**src/rtl/pte_fetch_unit_if.sv**
```systemverilog
// Walker-side PTE read port (pte_rd_if) and memory-side read bus (pte_mem_if) of pte_fetch_unit.
// Handshake: a beat transfers on a rising edge with valid & ready both high; a raised valid and its payload hold until then (mem_rsp_valid is a pulse with no ready).
interface pte_rd_if;
    logic        req_valid;
    logic        req_ready;
    logic [63:0] req_addr;
    logic        rsp_valid;
    logic        rsp_ready;
    logic [63:0] rsp_pte;
    logic [1:0]  rsp_err;

    modport master (output req_valid, req_addr, rsp_ready,
                    input  req_ready, rsp_valid, rsp_pte, rsp_err);
    modport slave  (input  req_valid, req_addr, rsp_ready,
                    output req_ready, rsp_valid, rsp_pte, rsp_err);
endinterface

interface pte_mem_if #(
    parameter int PA_W = 56
);
    logic            mem_req_valid;
    logic            mem_req_ready;
    logic [PA_W-1:0] mem_addr;
    logic            mem_rsp_valid;
    logic [63:0]     mem_rsp_data;
    logic            mem_rsp_err;

    modport master (output mem_req_valid, mem_addr,
                    input  mem_req_ready, mem_rsp_valid, mem_rsp_data, mem_rsp_err);
    modport slave  (input  mem_req_valid, mem_addr,
                    output mem_req_ready, mem_rsp_valid, mem_rsp_data, mem_rsp_err);
endinterface

```
**src/rtl/pte_fetch_unit.sv**
```systemverilog
// PTE read responder between the MMU walker and the data-memory arbiter: range/alignment check,
// single 64-bit memory read with timeout, optional PTE cache enabled by defining PTE_CACHE_EN.
module pte_fetch_unit #(
    parameter int PA_W          = 56,
    parameter int CACHE_ENTRIES = 4,
    parameter int TIMEOUT_CYC   = 255
) (
    input  logic       clk,
    input  logic       rst_n,
    input  logic       flush,
    pte_rd_if.slave    walk,
    pte_mem_if.master  mem,
    output logic [2:0] dbg_state_o
);
    typedef enum logic [2:0] {
        S_IDLE  = 3'd0,
        S_MREQ  = 3'd1,
        S_MWAIT = 3'd2,
        S_RESP  = 3'd3,
        S_DRAIN = 3'd4
    } state_e;

    localparam int CNT_W = (TIMEOUT_CYC > 1) ? $clog2(TIMEOUT_CYC) : 1;
    localparam logic [CNT_W-1:0] CNT_LAST = CNT_W'(TIMEOUT_CYC - 1);

    state_e          state_q, state_d;
    logic            drain_q, drain_d;
    logic [CNT_W-1:0] cnt_q, cnt_d;
    logic            req_ready_q, req_ready_d;
    logic            rsp_valid_q, rsp_valid_d;
    logic [63:0]     rsp_pte_q, rsp_pte_d;
    logic [1:0]      rsp_err_q, rsp_err_d;
    logic            mem_req_valid_q, mem_req_valid_d;
    logic [PA_W-1:0] mem_addr_q, mem_addr_d;

    logic            req_hs, rsp_hs, addr_bad, wait_last;
    logic            hit;
    logic [63:0]     hit_pte;

    // req_ready_q is only ever high while in IDLE, so it doubles as the IDLE qualifier.
    assign req_hs    = walk.req_valid & req_ready_q;
    assign rsp_hs    = rsp_valid_q & walk.rsp_ready;
    assign addr_bad  = (walk.req_addr[2:0] != 3'b000) || (walk.req_addr[63:PA_W] != '0);
    assign wait_last = (cnt_q == CNT_LAST);

`ifdef PTE_CACHE_EN
    localparam int PTR_W = (CACHE_ENTRIES > 1) ? $clog2(CACHE_ENTRIES) : 1;

    logic [CACHE_ENTRIES-1:0] vld_q;
    logic [PA_W-4:0]          tag_q  [CACHE_ENTRIES];
    logic [63:0]              data_q [CACHE_ENTRIES];
    logic [PTR_W-1:0]         rr_q;
    logic                     nofill_q;
    logic                     fill_en;

    // A flush anywhere between acceptance and the response forbids caching that response.
    assign fill_en = (state_q == S_MWAIT) && mem.mem_rsp_valid && !mem.mem_rsp_err &&
                     mem.mem_rsp_data[0] && !nofill_q && !flush;

    always_comb begin
        hit     = 1'b0;
        hit_pte = '0;
        for (int i = 0; i < CACHE_ENTRIES; i++) begin
            if (vld_q[i] && (tag_q[i] == walk.req_addr[PA_W-1:3])) begin
                hit     = 1'b1;
                hit_pte = data_q[i];
            end
        end
    end

    always_ff @(posedge clk or negedge rst_n) begin
        if (!rst_n) begin
            vld_q    <= '0;
            rr_q     <= '0;
            nofill_q <= 1'b0;
            for (int i = 0; i < CACHE_ENTRIES; i++) begin
                tag_q[i]  <= '0;
                data_q[i] <= '0;
            end
        end else begin
            if (req_hs) begin
                nofill_q <= 1'b0;
            end else if (flush && (state_q == S_MREQ || state_q == S_MWAIT)) begin
                nofill_q <= 1'b1;
            end
            if (flush) begin
                vld_q <= '0;
            end else if (fill_en) begin
                vld_q[rr_q]  <= 1'b1;
                tag_q[rr_q]  <= mem_addr_q[PA_W-1:3];
                data_q[rr_q] <= mem.mem_rsp_data;
                rr_q         <= (rr_q == PTR_W'(CACHE_ENTRIES - 1)) ? '0 : rr_q + PTR_W'(1);
            end
        end
    end
`else
    logic unused_cfg;
    assign hit        = 1'b0;
    assign hit_pte    = '0;
    assign unused_cfg = flush ^ (CACHE_ENTRIES == 0);
`endif

    always_ff @(posedge clk or negedge rst_n) begin
        if (!rst_n) begin
            state_q         <= S_IDLE;
            drain_q         <= 1'b0;
            cnt_q           <= '0;
            req_ready_q     <= 1'b0;
            rsp_valid_q     <= 1'b0;
            rsp_pte_q       <= '0;
            rsp_err_q       <= 2'b00;
            mem_req_valid_q <= 1'b0;
            mem_addr_q      <= '0;
        end else begin
            state_q         <= state_d;
            drain_q         <= drain_d;
            cnt_q           <= cnt_d;
            req_ready_q     <= req_ready_d;
            rsp_valid_q     <= rsp_valid_d;
            rsp_pte_q       <= rsp_pte_d;
            rsp_err_q       <= rsp_err_d;
            mem_req_valid_q <= mem_req_valid_d;
            mem_addr_q      <= mem_addr_d;
        end
    end

    always_comb begin
        state_d = state_q;
        drain_d = drain_q;
        cnt_d   = cnt_q;
        case (state_q)
            S_IDLE: begin
                if (req_hs) begin
                    state_d = (addr_bad || hit) ? S_RESP : S_MREQ;
                end
            end
            S_MREQ: begin
                if (mem.mem_req_ready) begin
                    state_d = S_MWAIT;
                    cnt_d   = '0;
                end
            end
            S_MWAIT: begin
                if (mem.mem_rsp_valid) begin
                    state_d = S_RESP;
                end else if (wait_last) begin
                    state_d = S_RESP;
                    drain_d = 1'b1;
                end else begin
                    cnt_d = cnt_q + CNT_W'(1);
                end
            end
            S_RESP: begin
                // A late response landing while still in RESP settles the drain here.
                if (drain_q && mem.mem_rsp_valid) begin
                    drain_d = 1'b0;
                end
                if (rsp_hs) begin
                    state_d = (drain_q && !mem.mem_rsp_valid) ? S_DRAIN : S_IDLE;
                end
            end
            S_DRAIN: begin
                if (mem.mem_rsp_valid) begin
                    drain_d = 1'b0;
                    state_d = S_IDLE;
                end
            end
            default: state_d = S_IDLE;
        endcase
    end

    always_comb begin
        req_ready_d     = (state_d == S_IDLE);
        rsp_valid_d     = (state_d == S_RESP);
        mem_req_valid_d = (state_d == S_MREQ);
        mem_addr_d      = req_hs ? walk.req_addr[PA_W-1:0] : mem_addr_q;
        rsp_pte_d       = rsp_pte_q;
        rsp_err_d       = rsp_err_q;
        case (state_q)
            S_IDLE: begin
                if (req_hs && addr_bad) begin
                    rsp_pte_d = '0;
                    rsp_err_d = 2'b01;
                end else if (req_hs && hit) begin
                    rsp_pte_d = hit_pte;
                    rsp_err_d = 2'b00;
                end
            end
            S_MWAIT: begin
                if (mem.mem_rsp_valid) begin
                    rsp_pte_d = mem.mem_rsp_err ? 64'd0 : mem.mem_rsp_data;
                    rsp_err_d = mem.mem_rsp_err ? 2'b10 : 2'b00;
                end else if (wait_last) begin
                    rsp_pte_d = '0;
                    rsp_err_d = 2'b11;
                end
            end
            S_RESP: begin
                if (rsp_hs) begin
                    rsp_pte_d = '0;
                    rsp_err_d = 2'b00;
                end
            end
            default: ;
        endcase
    end

    assign walk.req_ready    = req_ready_q;
    assign walk.rsp_valid    = rsp_valid_q;
    assign walk.rsp_pte      = rsp_pte_q;
    assign walk.rsp_err      = rsp_err_q;
    assign mem.mem_req_valid = mem_req_valid_q;
    assign mem.mem_addr      = mem_addr_q;
    assign dbg_state_o       = state_q;
endmodule

```
**src/flat_wrapper.sv**
```systemverilog
// flat-port wrapper written by rule: the top's interface ports become plain ports
module pte_fetch_unit_flat 
#(
    parameter int PA_W          = 56,
    parameter int CACHE_ENTRIES = 4,
    parameter int TIMEOUT_CYC   = 255
)
  (clk, rst_n, flush, dbg_state_o, walk_req_valid, walk_req_addr, walk_rsp_ready, walk_req_ready, walk_rsp_valid, walk_rsp_pte, walk_rsp_err, mem_mem_req_valid, mem_mem_addr, mem_mem_req_ready, mem_mem_rsp_valid, mem_mem_rsp_data, mem_mem_rsp_err);
  pte_rd_if walk_i ();
  pte_mem_if #(.PA_W(PA_W)) mem_i ();
  input  logic clk;
  input  logic rst_n;
  input  logic flush;
  output logic [2:0] dbg_state_o;
  input wire logic [$bits(walk_i.req_valid)-1:0] walk_req_valid;
  input wire logic [$bits(walk_i.req_addr)-1:0] walk_req_addr;
  input wire logic [$bits(walk_i.rsp_ready)-1:0] walk_rsp_ready;
  output wire logic [$bits(walk_i.req_ready)-1:0] walk_req_ready;
  output wire logic [$bits(walk_i.rsp_valid)-1:0] walk_rsp_valid;
  output wire logic [$bits(walk_i.rsp_pte)-1:0] walk_rsp_pte;
  output wire logic [$bits(walk_i.rsp_err)-1:0] walk_rsp_err;
  output wire logic [$bits(mem_i.mem_req_valid)-1:0] mem_mem_req_valid;
  output wire logic [$bits(mem_i.mem_addr)-1:0] mem_mem_addr;
  input wire logic [$bits(mem_i.mem_req_ready)-1:0] mem_mem_req_ready;
  input wire logic [$bits(mem_i.mem_rsp_valid)-1:0] mem_mem_rsp_valid;
  input wire logic [$bits(mem_i.mem_rsp_data)-1:0] mem_mem_rsp_data;
  input wire logic [$bits(mem_i.mem_rsp_err)-1:0] mem_mem_rsp_err;
  assign walk_i.req_valid = walk_req_valid;
  assign walk_i.req_addr = walk_req_addr;
  assign walk_i.rsp_ready = walk_rsp_ready;
  assign walk_req_ready = walk_i.req_ready;
  assign walk_rsp_valid = walk_i.rsp_valid;
  assign walk_rsp_pte = walk_i.rsp_pte;
  assign walk_rsp_err = walk_i.rsp_err;
  assign mem_mem_req_valid = mem_i.mem_req_valid;
  assign mem_mem_addr = mem_i.mem_addr;
  assign mem_i.mem_req_ready = mem_mem_req_ready;
  assign mem_i.mem_rsp_valid = mem_mem_rsp_valid;
  assign mem_i.mem_rsp_data = mem_mem_rsp_data;
  assign mem_i.mem_rsp_err = mem_mem_rsp_err;
  pte_fetch_unit #(.PA_W(PA_W), .CACHE_ENTRIES(CACHE_ENTRIES), .TIMEOUT_CYC(TIMEOUT_CYC)) u_core (.clk(clk), .rst_n(rst_n), .flush(flush), .walk(walk_i), .mem(mem_i), .dbg_state_o(dbg_state_o));
endmodule
```
**config.mk**
```make
export PLATFORM = sky130hd
export DESIGN_NAME = pte_fetch_unit_flat
export DESIGN_NICKNAME = d
export VERILOG_FILES = /design/src/rtl/pte_fetch_unit_if.sv /design/src/rtl/pte_fetch_unit.sv /design/src/flat_wrapper.sv
export SDC_FILE = /design/constraint.sdc
export NUM_CORES = 1
export LEC_CHECK = 0
export ABC_CLOCK_PERIOD_IN_PS = 2270
export CAP_MARGIN = 20
export CORE_MARGIN = 4
export CORE_UTILIZATION = 40
export DETAILED_ROUTE_END_ITERATION = 8
export GPL_TIMING_DRIVEN = 0
export PLACE_DENSITY = 0.8
export SYNTH_ARGS = -nofsm -noshare
export SYNTH_HDL_FRONTEND = slang
export SYNTH_SLANG_ARGS = --single-unit
```
**constraint.sdc**
```tcl
create_clock -name clk -period 2.27 [get_ports clk]
set_input_delay 0.454 -clock clk [delete_from_list [all_inputs] [get_ports clk]]
set_output_delay 0.454 -clock clk [all_outputs]
set_load 0.02 [all_outputs]
```
==> results.md <==
- Net switching power: 4.41 mW
- WP data required: 2.62 ns
- Clock power share: 24.5%
- Combinational power share: 43.6%
- Met3 demand-to-capacity share in global routing: 9.47%
- Normalized max-slew margin: 60.4%
- Initial antenna violation count: 0
- Ys flop type: sky130_fd_sc_hd__dfrtp_1
- Final instance area: 8750 um^2
- TritonRoute pass-1 iters: 4
- Iteration-0 DRC Markers: 176
- Met1 track utilization from global routing: 22.5%
- Ratio of final minimum period to clock period: 93.3%
- Setup total negative slack: 0 ns
- R2R setup slack: 0.15 ns
- Final-report setup violation count: 0
- Starting Density: 41.0%
- Sequential cell area fraction in the yosys report: 65.9%
- Share of synthesized registers carrying an async set or reset: 100%
- Setup repair after global routing missed its margin: false
- Number of antenna-violating nets in the routed design: 0
- Row cnt: 41
- Vias/cell: 5.07
- Final nets: 775
- Number of distinct standard cells referenced by the synthesized netlist: 34
- Post-synth design cell area: 5200 um^2
- Drt drc: 0
- Ratio of total power to cell area: 1450 nW/um^2
- Average footprint of a synthesized cell: 14.7 um^2
- Via count: 4169
- Gr usage total: 21.3%
- Overall die area: 14900 um^2
- Number of global-route vias before repair: 4645
- Internal power: 8.30 mW
- Final Hold Fails: 0
- Area after DPL: 8070 um^2
- I/O Pins: 264
- Final clock skew: 0.00721 ns
- Run status: complete, no violations
- Routing usage on met2: 36.9%
- Post-Route Hold Slack: 0.0263 ns
- IR Drop Worst-Case VDD: 0.000965 V
- Global-route wire length before repair: 24300 um
- Congestion Overflow GR: 0
- CTS hold repair buffers: 0
- Number of enable flip-flop cells after synthesis: 0
- Total number of yosys warnings: 0
- Cell count of the worst reg-to-reg path: 6
- Share of total power in sequential cells: 31.8%
- Busiest layer in global routing: met2
- # diodes: 0
- Max FO, Critical Path: 10
- Signed area change from the synthesized netlist to the final layout: 68.3%
- Num Clock Sinks: 137
- Tmin final: 2.12 ns
- Slew of the pin with the lowest slew margin: 0.593 ns
- Leak pwr: 3.81 nW
- Area of the placeable core: 12700 um^2
- Path class of the lowest-slack min-delay path: input port to asynchronous set/reset pin
- Later-pin clock latency in the skew report: 0.41 ns
- Max-capacitance violation count: 0
- Biggest area contributors in the synthesized netlist: sky130_fd_sc_hd__dfrtp_1, sky130_fd_sc_hd__mux2_2, sky130_fd_sc_hd__a22o_1, sky130_fd_sc_hd__buf_2, sky130_fd_sc_hd__nand2_1
- Type of destination of the critical path: flop
- Total Wirelength: 15600 um
- Power after layout: 12.7 mW
- Routed length per placed instance: 18.9 um
- FF-to-FF Start: u_core.dbg_state_o[0]
- Kind of critical path: flop to flop
- Clock tree root buffer cell: sky130_fd_sc_hd__clkbuf_16
- Critical register-to-register path endpoint: u_core.walk.rsp_pte[50]
- Area share of the largest cell type after synthesis: 65.9%
- Quantity of I/O buffers inserted on ports: 262
- Post-layout utilization of the core: 69.1%
- Cell type with the highest aggregate area in the netlist: sky130_fd_sc_hd__dfrtp_1
- Switching portion of total power: 34.7%
- Die W: 122 um
- Syn Nets: 493
- CP startpoint kind: flop
- Number of CTS-inserted buffers: 17
- Die Ht: 122 um
- TritonCTS clock tree: done
- Clock Pin Slew Worst Setup and Hold Paths: 0.06 ns
- WP data arrival: 2.47 ns
- RD Place Congestion: 0.835
- Detail Placement HPWL: 11500 um
- Fmax: 472 MHz
- Max clock buf depth: 2
- H-tree Lvls: 4
- Layout cells sized above 1: 16.8%
- Count of state elements after synthesis: 137
- Gate count after technology mapping: 355
- Largest net degree at the start of global routing: 72
- Slew Limit Fails: 0
how the worst max path moves through the flow:
stage	startpoint	endpoint	slack, ns	cells past startpoint
6_report	u_core.dbg_state_o[0]	u_core.walk.rsp_pte[50]	0.15	6
5_1_grt	u_core.dbg_state_o[0]	u_core.walk.rsp_pte[50]	0.02	6
4_1_cts	walk_req_addr[1]	u_core.walk.rsp_pte[50]	0.002	7
3_5_place_dp	walk_req_addr[1]	u_core.walk.rsp_pte[50]	-0.42	7
3_3_place_gp	rst_n	u_core.mem.mem_addr[42]	-4.49	1
2_1_floorplan	u_core.dbg_state_o[0]	u_core.cnt_q[7]	0.29	7
what timing repair did:
item | in CTS | in global routing
buffers inserted | 0 | 0
resized for setup | 1 | 2
hold endpoints to repair | 0 | 0
setup endpoints to repair | 28 | 60
stage by stage:
stage | cells | setup WS [ns]
3_3_place_gp | 789 | -4.49
5_1_grt | 822 | 0.0220
6_report | 822 | 0.152
3_5_place_dp | 790 | -0.424
4_1_cts | 822 | 0.00246
2_1_floorplan | 355 | 0.294
power groups by stage:
stage	Combinational, mW	Clock [mW]	Sequential, mW
2_1_floorplan	1.54	0	5.20
3_3_place_gp	5.45	0	4.00
4_1_cts	5.59	3.17	4.04
5_1_grt	5.88	3.26	4.17
3_5_place_dp	5.54	0	4.05
6_report	5.54	3.12	4.04
layout by cell type (no fill, tap or decap), types with 2 or more instances in the layout:
| cell | n |
|---|---|
| sky130_fd_sc_hd__clkdlybuf4s50_1 | 261 |
| sky130_fd_sc_hd__dfrtp_1 | 137 |
| sky130_fd_sc_hd__a22o_1 | 64 |
| sky130_fd_sc_hd__mux2_2 | 56 |
| sky130_fd_sc_hd__clkbuf_16 | 17 |
| sky130_fd_sc_hd__buf_2 | 13 |
| sky130_fd_sc_hd__nand2_1 | 10 |
| sky130_fd_sc_hd__a21oi_1 | 8 |
| sky130_fd_sc_hd__nor2b_1 | 6 |
| sky130_fd_sc_hd__nand3_1 | 6 |
| sky130_fd_sc_hd__clkbuf_1 | 6 |
| sky130_fd_sc_hd__bufinv_16 | 6 |
| sky130_fd_sc_hd__clkinvlp_4 | 5 |
| sky130_fd_sc_hd__nor2_1 | 4 |
| sky130_fd_sc_hd__nand4_1 | 4 |
| sky130_fd_sc_hd__o21ai_0 | 4 |
| sky130_fd_sc_hd__nor3_1 | 3 |
| sky130_fd_sc_hd__and2_1 | 3 |
| sky130_fd_sc_hd__mux2i_1 | 3 |
| sky130_fd_sc_hd__buf_6 | 2 |
| sky130_fd_sc_hd__inv_1 | 2 |
| sky130_fd_sc_hd__nor4_1 | 2 |
| sky130_fd_sc_hd__nand2b_1 | 2 |
| sky130_fd_sc_hd__xor2_1 | 2 |
| sky130_fd_sc_hd__o31ai_1 | 2 |
| sky130_fd_sc_hd__ha_1 | 2 |
| sky130_fd_sc_hd__clkinv_4 | 2 |
metal layers:
metal / routed length, um / vias up
li1: - / 1875
met1: 5490 / 2088
met2: 8170 / 176
met3: 1550 / 30
met4: 354 / 0
met5: 0 / -
layout make-up:
type	count	area [um^2]
fillers	881	3920
flip-flops and latches	137	3430
repair buffers	263	2650
multi-input cells	196	1680
clock buffers	17	425
clock inverters	15	249
well taps	172	215
plain buffers	20	98.8
inverters	2	7.51
cells by family after synthesis:
logic type | after synthesis | share of synthesized area (%)
multiplexers | 59 | 12.7
AO/OA/AOI/OAI | 84 | 13.1
AND/OR/NAND/NOR | 49 | 5.39
XOR/XNOR | 2 | 0.337
adder cells (fa/ha/maj) | 2 | 0.481
buffers and inverters | 22 | 2.04
flip-flops | 137 | 65.9
cells in the mapped netlist (2+ instances only):
cell and number:
sky130_fd_sc_hd__o21ai_0 4, sky130_fd_sc_hd__a22o_1 64, sky130_fd_sc_hd__xor2_1 2, sky130_fd_sc_hd__mux2i_1 3, sky130_fd_sc_hd__nand2b_1 2, sky130_fd_sc_hd__a21oi_1 8
sky130_fd_sc_hd__nand4_1 4, sky130_fd_sc_hd__nor4_1 3, sky130_fd_sc_hd__and2_1 3, sky130_fd_sc_hd__inv_1 2, sky130_fd_sc_hd__nor3_1 3, sky130_fd_sc_hd__nor2_1 5
sky130_fd_sc_hd__o31ai_1 2, sky130_fd_sc_hd__ha_1 2, sky130_fd_sc_hd__clkbuf_1 6, sky130_fd_sc_hd__nand3_1 6, sky130_fd_sc_hd__nand2_1 11, sky130_fd_sc_hd__mux2_2 56
sky130_fd_sc_hd__buf_2 13, sky130_fd_sc_hd__nor2b_1 6, sky130_fd_sc_hd__dfrtp_1 137
worst max-delay path: stages, from the launching register on:
cell	delay (ns)
sky130_fd_sc_hd__dfrtp_1	0.38
sky130_fd_sc_hd__buf_6	0.14
sky130_fd_sc_hd__or3b_1	0.40
sky130_fd_sc_hd__buf_2	0.19
sky130_fd_sc_hd__nor2_2	0.40
sky130_fd_sc_hd__buf_2	0.34
sky130_fd_sc_hd__a22o_1	0.19
state kept, by name, indices dropped and copies added, names as in the netlist:
| signal | count |
|---|---|
| u_core.cnt_q | 8 |
| u_core.walk.rsp_err | 2 |
| u_core.mem.mem_req_valid | 1 |
| u_core.walk.req_ready | 1 |
| u_core.dbg_state_o | 3 |
| u_core.drain_q | 1 |
| u_core.mem.mem_addr | 56 |
| u_core.walk.rsp_valid | 1 |
| u_core.walk.rsp_pte | 64 |
No activity file was read; power rests on OpenSTA's default activity.
